## src/rtl/if_id_register.sv

```systemverilog
// IF/ID pipeline register for the 5-stage MIPS core: load-use hazard detection,
// branch/jump flush, interrupt deferral across bubbles and a saturating stall counter.
module if_id_register #(
    parameter logic [31:0] RESET_PC4 = 32'h80000004,
    parameter logic [31:0] NOP_INSTR = 32'h00000000,
    parameter int          CNT_W     = 16
) (
    input  logic             clk,
    input  logic             reset,
    input  logic [31:0]      iPC_plus_4,
    input  logic [31:0]      iInstruction,
    input  logic             iInterrupt,
    input  logic             iFlush,
    input  logic             iIDEX_MemRead,
    input  logic [4:0]       iIDEX_Rt,
    output logic [31:0]      oPC_plus_4,
    output logic [31:0]      oInstruction,
    output logic             oInterrupt,
    output logic             oValid,
    output logic             oPCWrite,
    output logic             oStall,
    output logic [CNT_W-1:0] oStallCount
);

    logic [5:0] op;
    logic [4:0] rs;
    logic [4:0] rt;
    logic       uses_rt;
    logic       rs_hit;
    logic       rt_hit;
    logic       pending;
    logic       int_in;
    logic       user_slot;

    assign op = oInstruction[31:26];
    assign rs = oInstruction[25:21];
    assign rt = oInstruction[20:16];

    // R-type, beq, bne and sw read rt as a source; everything else only reads rs.
    always_comb begin
        uses_rt = 1'b0;
        case (op)
            6'h00, 6'h04, 6'h05, 6'h2b: uses_rt = 1'b1;
            default:                    uses_rt = 1'b0;
        endcase
    end

    assign rs_hit   = (iIDEX_Rt == rs);
    assign rt_hit   = uses_rt & (iIDEX_Rt == rt);
    assign oStall   = oValid & iIDEX_MemRead & (iIDEX_Rt != 5'd0) & (rs_hit | rt_hit);
    assign oPCWrite = ~oStall | iFlush;

    // Kernel-mode slots neither carry nor consume an interrupt.
    assign user_slot = ~iPC_plus_4[31];
    assign int_in    = (iInterrupt | pending) & user_slot;

    always_ff @(posedge clk or posedge reset) begin
        if (reset) begin
            oPC_plus_4   <= RESET_PC4;
            oInstruction <= NOP_INSTR;
            oInterrupt   <= 1'b0;
            oValid       <= 1'b0;
            pending      <= 1'b0;
        end else if (iFlush) begin
            // PC+4 is left alone so the bubble still reports a sensible return address.
            oInstruction <= NOP_INSTR;
            oInterrupt   <= 1'b0;
            oValid       <= 1'b0;
            if (int_in) pending <= 1'b1;
        end else if (oStall) begin
            if (int_in) pending <= 1'b1;
        end else begin
            oPC_plus_4   <= iPC_plus_4;
            oInstruction <= iInstruction;
            oInterrupt   <= int_in;
            oValid       <= 1'b1;
            if (user_slot) pending <= 1'b0;
        end
    end

    always_ff @(posedge clk or posedge reset) begin
        if (reset) begin
            oStallCount <= '0;
        end else if (oStall && (oStallCount != {CNT_W{1'b1}})) begin
            oStallCount <= oStallCount + {{(CNT_W-1){1'b0}}, 1'b1};
        end
    end

endmodule

```

## config.mk

```make
export PLATFORM = sky130hd
export DESIGN_NAME = if_id_register
export DESIGN_NICKNAME = d
export VERILOG_FILES = /design/src/rtl/if_id_register.sv
export SDC_FILE = /design/constraint.sdc
export NUM_CORES = 1
export LEC_CHECK = 0
export ABC_AREA = 1
export CAP_MARGIN = 30
export CORE_MARGIN = 5
export CORE_UTILIZATION = 45
export CTS_BUF_LIST = sky130_fd_sc_hd__clkbuf_8
export CTS_CLUSTER_SIZE = 40
export DETAILED_ROUTE_END_ITERATION = 8
export PLACE_DENSITY = 0.83
export SLEW_MARGIN = 15
export SYNTH_ARGS = -nofsm -noshare
export SYNTH_HDL_FRONTEND = slang
export SYNTH_SLANG_ARGS = --single-unit
```

## constraint.sdc

```tcl
create_clock -name clk -period 2.9 [get_ports clk]
set_input_delay 0.58 -clock clk [delete_from_list [all_inputs] [get_ports clk]]
set_output_delay 0.58 -clock clk [all_outputs]
set_load 0.005 [all_outputs]
```

==> metrics.csv <==
metric,value,unit
drt-total-wl,11250,µm
cpPeakStageDelay,510,ps
grt_max_degree,69,
antenna_found_initial,0,
critPathBufInv,4,
fin_util,0.6775,
yosys.area.top_type,dfrtp_1,
clock-sinks,83,
synth_nets,555,
cp.required,2320,ps
die_area,10690,µm²
max_clock_freq,383.2,MHz
worstSetupEndpointType,output pin,
outcome,completed,
portBuffers,157,
synth_area,3924,µm²
power_density,471.7,nW/µm²
place_congestion,0.9564,
cts_hold_buf,0,
maxCapViolCount,0,
drv_slew,0,
synth-seq-area-share,0.5300,
synth.avg_cell_area,8.175,µm²
root_buffer,clkbuf_8,
ys_ff_latch,83,
crit_fanout,3,
dp_hpwl,8201,µm
cts_tree,yes,
ant_nets,0,
period_minus_slack,2610,ps
htree_levels,3,
grt_pass1_wl,18200,µm
grt_usage,0.2168,
io_pins,158,
die_height,103.4,µm
viasPerCell,5.020,
hold_class,flop to flop,
hold-worst-slack,468.7,ps
cts_buffers,9,
yosys_warnings,0,
grt_pass1_vias,3808,
setup_viol,0,
coreArea,8593,µm²
finalPower,2.746,mW
drt_iter0_markers,168,
slew_headroom,0.5248,
cellLeakagePower,2.767,nW
start_util,0.4566,
yosysUniqueCellTypes,25,
rsz0062_at_grt,false,
crit_chain,dlygate4sd2_1 -> inv_2 -> nand2_1 -> nand2_1 -> nor2_1 -> nand3_1 -> o21ai_2 -> nand2_2 -> inv_2 -> clkdlybuf4s50_1,
path_clk_slew,80,ps
syn_to_final_growth,48.37,%
fin_skew,12.35,ps
critPathSlowestCell,clkdlybuf4s50_1,
row_count,34,
critPathTopFamily,buffers and inverters,
fin_crit_sh,0.9000,
worstPathArrival,2030,ps
timing.setup.tns,0,ps
grt_overflow,0,
clk_latency,330,ps
critPathKind,primary input to output pin,
final_nets,709,
drc,0,
hold_viol,0,
ir_drop,0.3371,mV
drive_gt1_frac,0.06113,
synth.top_cell.area_share,0.5166,
first_pass_iters,4,
worstMarginPinSlew,712.8,ps
clockBufferDepth,2,
vias,3750,
synth_area_leaders,"dfrtp_1 52%, nand2_1 13%, nand3_1 10%",
die_x,103.4,µm
startpoint_type,primary input,
netlist_instances,480,
wl_per_cell,15.05,µm
metal layers:
metal  part of all wire  wire (µm)  GRT usage  vias up
met5                  0          0          0        -
met4              0.020        228    0.07371        0
li1                   -          -          -     1836
met2               0.49       5547     0.3544      159
met3              0.091       1019    0.06372       20
met1               0.40       4450     0.2754     1735
what timing repair did:
action	4_1_cts	5_1_grt
pin swaps	1	1
buffers inserted	0	1
endpoints found under the hold margin	0	0
gates cloned	0	0
gates resized for setup	1	5
setup endpoints to repair	1	2
registers in the layout, indices dropped and copies added (netlist names):
name / cells
oInstruction: 32
oValid: 1
pending: 1
oInterrupt: 1
oPC_plus_4: 32
oStallCount: 16
report_power, final:
part           internal, mW  switching, mW
logic                 0.287          0.198
registers              1.24         0.0584
clock network         0.563          0.399
worst min-delay path, stage by stage, from the launching register on:
cell and delay, ps:
dfstp_2 380, nand2_1 50, nand2_1 40
path summary, 6_finish.rpt:
check                      slack, ps               to      startpoint  cells past startpoint
hold / removal                   470    oPC_plus_4[2]   oPC_plus_4[2]                      2
setup / recovery                 290           oStall     iIDEX_Rt[1]                     10
hold reg to reg                  470    oPC_plus_4[2]   oPC_plus_4[2]                      2
setup reg to reg                 710   oStallCount[4]  oStallCount[0]                      9
min in group asynchronous        630  oStallCount[13]           reset                      2
max in group asynchronous       1560   oPC_plus_4[31]           reset                      3
placed cells by master, fill, tap and decap left out, types with 2 or more instances in the layout:
cell type	synthesis	layout
xor2_1	10	10
xnor2_1	6	6
nor3_1	3	3
nand2_2	2	2
o21ai_1	20	20
inv_2	5	6
clkinv_2	0	2
clkdlybuf4s50_1	0	151
dfrtp_1	81	81
nand4_1	14	14
nand2_1	141	141
inv_1	49	49
dlymetal6s2s_1	0	5
nand3_2	2	2
nand3_1	82	82
buf_4	3	9
dfstp_2	2	2
nor2_1	20	20
bufinv_16	0	3
clkbuf_8	0	9
o21ai_0	14	14
logic make-up (layout without fill, tap and decap cells):
| kind of cell | after synthesis | after routing | synth area share |
|---|---|---|---|
| buf+inv | 79 | 237 | 0.08865 |
| other cells | 0 | 1 | 0 |
| xor+xnor | 16 | 16 | 0.03571 |
| compound gates | 36 | 36 | 0.04688 |
| simple gates | 265 | 265 | 0.2956 |
| flops | 83 | 83 | 0.5300 |
| fa+ha+maj | 1 | 1 | 0.003188 |
layout make-up:
type                            instances  area (µm²)
Clock buffer                            9       123.9
Clock inverter                          6       106.4
Multi-Input combinational cell        318        1496
Inverter                               55       207.7
Tap cell                              108       135.1
Antenna cell                            1       2.502
Fill cell                             698        2771
Timing Repair Buffer                  167        1670
Sequential cell                        83        2079
cells in the mapped netlist:
library cell and count:
nand3_1 82, buf_6 5, buf_4 3, dfstp_2 2, nor3_1 3, o21ai_0 14, o21ai_2 1, nand2_1 141
nand3_2 2, inv_1 49, xnor2_1 6, buf_2 2, buf_1 5, xor2_1 10, dfrtp_1 81, inv_2 5
clkbuf_1 9, ha_1 1, clkinv_1 1, nor3_2 1, o21ai_1 20, nand2_2 2, a21oi_1 1, nor2_1 20
nand4_1 14
through the flow:
step / std cells / cell area [µm²] / worst slack, ps
4_1_cts: 745 / 5799 / 16.70
3_5_place_dp: 730 / 5570 / -2.461
6_report: 747 / 5822 / 290.1
2_1_floorplan: 480 / 3924 / 186.5
3_3_place_gp: 730 / 5570 / 9.342
5_1_grt: 746 / 5819 / 187.3
No activity file was read; power rests on OpenSTA's default activity.
